[src/rtl/piezo_sound_engine.sv]
// -----------------------------------------------------------------------------
// piezo_sound_engine
//
// Drives a piezo pin with an engine tone that follows rpm through a rate-limited
// glide. Event beep patterns requested over a req/ack handshake pre-empt that
// tone. Each square wave comes from an exact fractional toggle accumulator, so
// the average output frequency equals the requested frequency in Hz.
//
// Ports:
//   clk        in   1       system clock
//   rst        in   1       asynchronous, active-high reset
//   en         in   1       0 mutes the output (timing and glide keep running)
//   rpm        in   RPM_W   engine rpm, unsigned
//   evt_req    in   1       event request, held high until evt_ack
//   evt_hi     in   1       event tone select (0 = EVT_FREQ_LO, 1 = EVT_FREQ_HI)
//   evt_count  in   3       number of beeps, 0 treated as 1
//   evt_ack    out  1       one-cycle pulse when a request is accepted
//   evt_busy   out  1       high while an event pattern runs
//   cur_freq   out  FREQ_W  engine glide frequency in Hz
//   piezo_out  out  1       square-wave drive
// -----------------------------------------------------------------------------
module piezo_sound_engine #(
   parameter int INPUT_FREQ     = 50_000_000,
   parameter int FREQ_MIN       = 200,
   parameter int FREQ_MAX       = 2000,
   parameter int RPM_MAX        = 8000,
   parameter int RPM_W          = 14,
   parameter int FREQ_W         = 13,
   parameter int TICK_CLKS      = 50_000,
   parameter int SLEW_STEP      = 20,
   parameter int EVT_FREQ_LO    = 1000,
   parameter int EVT_FREQ_HI    = 4000,
   parameter int BEEP_ON_TICKS  = 100,
   parameter int BEEP_OFF_TICKS = 50
) (
   input  logic              clk,
   input  logic              rst,
   input  logic              en,
   input  logic [RPM_W-1:0]  rpm,
   input  logic              evt_req,
   input  logic              evt_hi,
   input  logic [2:0]        evt_count,
   output logic              evt_ack,
   output logic              evt_busy,
   output logic [FREQ_W-1:0] cur_freq,
   output logic              piezo_out
);

   // ---------------------------------------------------------------------------
   // Derived constants
   // ---------------------------------------------------------------------------
   localparam int ON_CLKS  = BEEP_ON_TICKS * TICK_CLKS;
   localparam int OFF_CLKS = BEEP_OFF_TICKS * TICK_CLKS;
   localparam int PH_MAX   = (ON_CLKS > OFF_CLKS) ? ON_CLKS : OFF_CLKS;
   localparam int PH_W     = (PH_MAX > 1) ? $clog2(PH_MAX) : 1;
   localparam int TICK_W   = (TICK_CLKS > 1) ? $clog2(TICK_CLKS) : 1;
   // Accumulator stays below INPUT_FREQ; one step adds at most 2*(2^FREQ_W - 1).
   localparam int ACC_W    = $clog2(INPUT_FREQ + 2 * (2 ** FREQ_W));
   localparam int PROD_W   = RPM_W + FREQ_W;

   localparam logic [RPM_W-1:0]  RPM_MAX_V = RPM_W'(RPM_MAX);
   localparam logic [FREQ_W-1:0] FMIN_V    = FREQ_W'(FREQ_MIN);
   localparam logic [FREQ_W-1:0] STEP_V    = FREQ_W'(SLEW_STEP);
   localparam logic [FREQ_W-1:0] EVT_LO_V  = FREQ_W'(EVT_FREQ_LO);
   localparam logic [FREQ_W-1:0] EVT_HI_V  = FREQ_W'(EVT_FREQ_HI);
   localparam logic [ACC_W-1:0]  IN_F_V    = ACC_W'(INPUT_FREQ);
   localparam logic [PH_W-1:0]   ON_LAST   = PH_W'(ON_CLKS - 1);
   localparam logic [PH_W-1:0]   OFF_LAST  = PH_W'(OFF_CLKS - 1);
   localparam logic [TICK_W-1:0] TICK_LAST = TICK_W'(TICK_CLKS - 1);

   localparam logic [1:0] S_IDLE = 2'd0;
   localparam logic [1:0] S_ON   = 2'd1;
   localparam logic [1:0] S_OFF  = 2'd2;

   // ---------------------------------------------------------------------------
   // Target frequency: linear map of the clamped rpm, registered
   // ---------------------------------------------------------------------------
   logic [RPM_W-1:0]  rpm_c;
   logic [PROD_W-1:0] scaled;
   logic [FREQ_W-1:0] target_nxt;
   logic [FREQ_W-1:0] target;

   // NOTE: every signal assigned in always_comb gets a value on every path, so
   // no latch can be inferred.
   always_comb begin
      rpm_c      = (rpm > RPM_MAX_V) ? RPM_MAX_V : rpm;
      scaled     = (PROD_W'(rpm_c) * PROD_W'(FREQ_MAX - FREQ_MIN)) / PROD_W'(RPM_MAX);
      target_nxt = FMIN_V + FREQ_W'(scaled);
   end

   // NOTE: sequential state uses non-blocking assignments, so every register
   // samples the values from before the clock edge.
   always_ff @(posedge clk or posedge rst) begin
      if (rst) target <= FMIN_V;
      else     target <= target_nxt;
   end

   // ---------------------------------------------------------------------------
   // Glide: free-running tick counter. The tone moves one step toward the
   // target on each wrap. The differences are formed in the safe direction, so
   // the step never overshoots and never overflows.
   // ---------------------------------------------------------------------------
   logic [TICK_W-1:0] tick_cnt;
   logic              tick;
   logic [FREQ_W-1:0] glide_nxt;

   assign tick = (tick_cnt == TICK_LAST);

   always_comb begin
      glide_nxt = cur_freq;
      if (cur_freq < target)
         glide_nxt = ((target - cur_freq) > STEP_V) ? cur_freq + STEP_V : target;
      else if (cur_freq > target)
         glide_nxt = ((cur_freq - target) > STEP_V) ? cur_freq - STEP_V : target;
   end

   always_ff @(posedge clk or posedge rst) begin
      if (rst) begin
         tick_cnt <= '0;
         cur_freq <= FMIN_V;
      end else begin
         tick_cnt <= tick ? '0 : tick_cnt + TICK_W'(1);
         if (tick) cur_freq <= glide_nxt;
      end
   end

   // ---------------------------------------------------------------------------
   // Event FSM: IDLE -> ON -> (OFF -> ON)* -> IDLE.
   // The phase timer restarts on every state entry.
   // ---------------------------------------------------------------------------
   logic [1:0]      state;
   logic [1:0]      state_nxt;
   logic [PH_W-1:0] ph_cnt;
   logic [2:0]      rem;
   logic            evt_hi_q;
   logic            state_chg;

   always_comb begin
      state_nxt = state;
      case (state)
         S_IDLE:  if (evt_req) state_nxt = S_ON;
         S_ON:    if (ph_cnt == ON_LAST) state_nxt = (rem == 3'd1) ? S_IDLE : S_OFF;
         S_OFF:   if (ph_cnt == OFF_LAST) state_nxt = S_ON;
         default: state_nxt = S_IDLE;
      endcase
   end

   assign state_chg = (state_nxt != state);
   assign evt_busy  = (state != S_IDLE);

   always_ff @(posedge clk or posedge rst) begin
      if (rst) begin
         state    <= S_IDLE;
         ph_cnt   <= '0;
         rem      <= 3'd0;
         evt_hi_q <= 1'b0;
         evt_ack  <= 1'b0;
      end else begin
         state   <= state_nxt;
         ph_cnt  <= state_chg ? '0 : ph_cnt + PH_W'(1);
         evt_ack <= (state == S_IDLE) && evt_req;
         if (state == S_IDLE && evt_req) begin
            rem      <= (evt_count == 3'd0) ? 3'd1 : evt_count;
            evt_hi_q <= evt_hi;
         end else if (state == S_ON && state_chg) begin
            rem <= rem - 3'd1;
         end
      end
   end

   // ---------------------------------------------------------------------------
   // Tone generator: Bresenham-style accumulator. Adding 2f each clock and
   // wrapping at INPUT_FREQ gives 2f toggles per second, so the average output
   // frequency is exactly f. A state change restarts the phase from zero so
   // the source switch is glitch-free. OFF and mute hold the pin low and
   // freeze the phase.
   // ---------------------------------------------------------------------------
   logic [FREQ_W-1:0] f_act;
   logic [ACC_W-1:0]  acc;
   logic [ACC_W-1:0]  acc_sum;

   always_comb begin
      f_act   = (state == S_ON) ? (evt_hi_q ? EVT_HI_V : EVT_LO_V) : cur_freq;
      acc_sum = acc + ACC_W'({f_act, 1'b0});
   end

   always_ff @(posedge clk or posedge rst) begin
      if (rst) begin
         acc       <= '0;
         piezo_out <= 1'b0;
      end else if (state_chg) begin
         acc       <= '0;
         piezo_out <= 1'b0;
      end else if (state == S_OFF || !en) begin
         piezo_out <= 1'b0;
      end else if (acc_sum >= IN_F_V) begin
         acc       <= acc_sum - IN_F_V;
         piezo_out <= ~piezo_out;
      end else begin
         acc <= acc_sum;
      end
   end

endmodule

[config.mk]
export PLATFORM = sky130hd
export DESIGN_NAME = piezo_sound_engine
export DESIGN_NICKNAME = d
export VERILOG_FILES = /design/src/rtl/piezo_sound_engine.sv
export SDC_FILE = /design/constraint.sdc
export NUM_CORES = 1
export LEC_CHECK = 0
export ABC_AREA = 0
export CAP_MARGIN = 10
export CORE_AREA = 5 5 182 184
export CTS_BUF_LIST = sky130_fd_sc_hd__clkbuf_4 sky130_fd_sc_hd__clkbuf_8 sky130_fd_sc_hd__clkbuf_16
export CTS_CLUSTER_SIZE = 25
export DETAILED_ROUTE_END_ITERATION = 10
export DIE_AREA = 0 0 187 189
export PLACE_DENSITY = 0.58
export SETUP_SLACK_MARGIN = 0.1
export SLEW_MARGIN = 0
export SYNTH_ARGS = -nofsm -noshare
export SYNTH_HDL_FRONTEND = slang
export SYNTH_SLANG_ARGS = --single-unit
[constraint.sdc]
create_clock -name clk -period 11.8 [get_ports clk]
set_clock_uncertainty 0.1 [all_clocks]
set_input_delay 1.77 -clock clk [delete_from_list [all_inputs] [get_ports clk]]
set_output_delay 1.77 -clock clk [all_outputs]
set_load 0.05 [all_outputs]
==> impl_metrics.py <==
metrics = {
    "cts": {
        "cts_max_level": 3,
        "clockBufferDepth": 2,
        "numClockSinks": 98,
        "clockRootBuffer": "clkbuf_16",
        "cts.clk_slew.worst_paths_ns": 0.07,
        "clk-insertion-delay-late_ns": 0.36,
        "cts_buffers": 9,
        "cts_tree": "done",
    },
    "synth": {
        "synth_top_area_share_pct": 18.6,
        "yosys-top-cells-area": "dfrtp_1, ha_1, xnor2_1",
        "syn_area_mm2": 0.0124,
        "synth_largest_area_cell": "dfrtp_1",
        "synth_edf_count": 0,
        "synthCells": 1545,
        "synthFlopType": "dfrtp_1",
        "synth-seq-area-share_pct": 19.9,
        "ys_warn_count": 0,
        "synth_seq_cells": 98,
        "avgSynthCellArea_um2": 8.01,
        "yosysUniqueCellTypes": 120,
        "synthArstFlopShare_pct": 100,
    },
    "placement": {
        "io_buffers": 37,
        "placed_cell_area_mm2": 0.0160,
        "place_hpwl_um": 27100,
        "gp_congestion": 0.874,
        "placed_cells": 2259,
    },
    "grt": {
        "grt_pass1_vias": 12500,
        "grtUsageTotal_pct": 19.3,
        "grt_max_degree": 62,
        "antenna_found_initial": 0,
        "overflow": 0,
        "grt_pass1_wl_um": 58800,
    },
    "floorplanning": {
        "io_pins": 38,
        "rows": 65,
        "start_util_pct": 39.6,
        "die_w_um": 187,
        "core_mm2": 0.0312,
        "die_area_mm2": 0.0353,
        "die_h_um": 189,
    },
    "critical_path": {
        "path_common_cell": "buf_4",
        "cp_data_arrival_time_ns": 12.77,
        "cp_max_fo": 8,
        "cpMaxStageDelayCell": "fa_1",
        "worstSetupPathType": "input pin to register",
        "end_kind": "register",
        "critPathLaunchType": "input pin",
        "max_stage_delay_ns": 0.55,
        "cp.required_ns": 11.94,
    },
    "sta": {
        "period_share_pct": 107,
        "grt_setup_unrepaired": "yes",
        "fmax_mhz": 79.2,
        "hold_violations": 0,
        "slew_headroom_pct": 19.8,
        "fin_tns_setup_ns": -2.43,
        "worstMarginPinSlew_ns": 1.20,
        "maxSlewViolCount": 0,
        "setup_viol": 8,
        "period_minus_slack_ns": 12.63,
        "whs_ns": 0.359,
        "setup_slack_ns": -0.829,
    },
    "finish": {
        "antenna_cells": 0,
        "final_cells": 2327,
        "stdcell_area_mm2": 0.0174,
        "layout.nets": 2069,
        "synthToLayoutAreaGrowth_pct": 40.7,
        "drive_gt1_share_pct": 32.9,
    },
    "flow_run": {
        "cap_viol_max_count": 0,
    },
    "routing": {
        "wl_per_cell_um": 14.8,
        "num_vias": 12400,
        "ant_nets": 0,
        "drt_iter0_markers": 635,
        "firstDrtPassIters": 5,
        "routed_wl_um": 34500,
        "routed_via_density": 5.33,
        "drc": 0,
    },
    "worst_hold_path": {
        "worstHoldPathType": "register to register",
    },
    "status": {
        "violations": "negative setup slack",
        "status": "complete, but fails checks",
    },
}
cell usage in the layout (no fill, tap or decap), types with 11 or more instances in the layout:
cell type and n:
nor2b_1 12, dfrtp_1 92, nor2_1 166, inv_2 14, nand4_1 16, inv_1 82
and3_1 26, xor2_1 48, and2_1 11, o21a_1 14, nand3_1 54, ha_4 25
mux2i_1 11, a21oi_1 82, nand2_1 107, o21ai_0 58, xnor2_1 80, buf_6 18
nor3_1 41, or3_1 14, or2_2 13, clkdlybuf4s50_1 24, o21ai_1 13, a211oi_1 17
ha_1 84, o211ai_1 20, a21o_1 34, a31oi_1 12, nand2b_1 18, buf_4 357
fa_1 16
cell usage after synthesis (8+ instances only):
master,count
nor2_1,172
nand2_1,119
ha_1,109
inv_1,96
dfrtp_1,92
a21oi_1,90
xnor2_1,88
o21ai_0,67
nand3_1,62
xor2_1,50
nor3_1,44
clkbuf_1,39
a21o_1,34
and3_1,28
a211oi_1,22
nand2b_1,20
o211ai_1,20
fa_1,18
and2_1,17
o21a_1,17
nand4_1,16
a31oi_1,15
mux2i_1,14
or2_2,14
or3_1,14
nor2b_1,12
o22ai_1,12
o31ai_1,10
o21ai_1,9
nor4_1,8
o21bai_1,8
state kept, by name (all words and copies together), names as in the netlist:
| register | flops |
|---|---|
| evt_ack | 1 |
| target | 13 |
| tick_cnt | 16 |
| cur_freq | 13 |
| piezo_out | 1 |
| evt_hi_q | 1 |
| ph_cnt | 23 |
| rem | 3 |
| state | 2 |
| acc | 25 |
per-layer routing:
layer  wire (um)  GRT usage (%)  up-vias
met4         661           5.52        0
met1       15600           24.3     5880
met3         594           1.25       47
met2       17600           35.7      149
met5           0              0        -
li1            -              -     6319
final timing paths:
path	startpoint	end	slack (ns)	depth (start not counted)
min reg2reg	tick_cnt[0]$_DFF_PP0_	tick_cnt[0]$_DFF_PP0_	0.36	1
max in group asynchronous	rst	acc[23]$_DFFE_PP0P_	8.76	3
max	rpm[0]	target[0]$_DFF_PP0_	-0.83	53
max reg2reg	state[0]$_DFF_PP0_	acc[15]$_DFFE_PP0P_	5.01	33
min in group asynchronous	rst	tick_cnt[13]$_DFF_PP0_	1.68	2
min	tick_cnt[0]$_DFF_PP0_	tick_cnt[0]$_DFF_PP0_	0.36	1
cells by family after synthesis:
kind of cell             share of synthesized area, %
other                                          0.0607
AND/OR/NAND/NOR                                  23.4
AO/OA/AOI/OAI                                    25.2
XOR/XNOR                                         10.0
adder cells (fa/ha/maj)                          14.4
flip-flops                                       19.9
multiplexers                                     2.21
buffers and inverters                            4.89
stage by stage:
stage / worst slack [ns] / util (%)
finish: -0.829 / 55.8
global route: -1.41 / 55.8
CTS: -0.688 / 55.0
detailed placement: -1.81 / 51.2
global placement: -1.68 / 51.2
floorplan: -0.934 / -
area by class of cell:
type | count | area, um^2
Multi-Input combinational cell | 1299 | 10500
Clock inverter | 5 | 63.8
Timing Repair Buffer | 413 | 3270
Sequential cell | 98 | 2460
Tap cell | 402 | 503
Clock buffer | 11 | 240
Inverter | 99 | 377
Fill cell | 2811 | 13800
repair_timing:
| action | in CTS | in global routing |
|---|---|---|
| gates resized for setup | 139 | 32 |
| pin swaps | 101 | 38 |
| buffers inserted | 42 | 10 |
| hold buffers | 0 | 0 |
| setup endpoints to repair | 13 | 13 |
critical path: cells and delay by family:
kind / cells / cell delay (ns)
adder cells (fa/ha/maj): 6 / 2.11
multiplexers: 3 / 0.79
buffers and inverters: 9 / 1.38
AND/OR/NAND/NOR: 13 / 2.22
AO/OA/AOI/OAI: 22 / 4.45
Power is left out: the tool's default activity adds up to more than one toggle a clock period on the data nets, which glitch-free logic cannot reach.
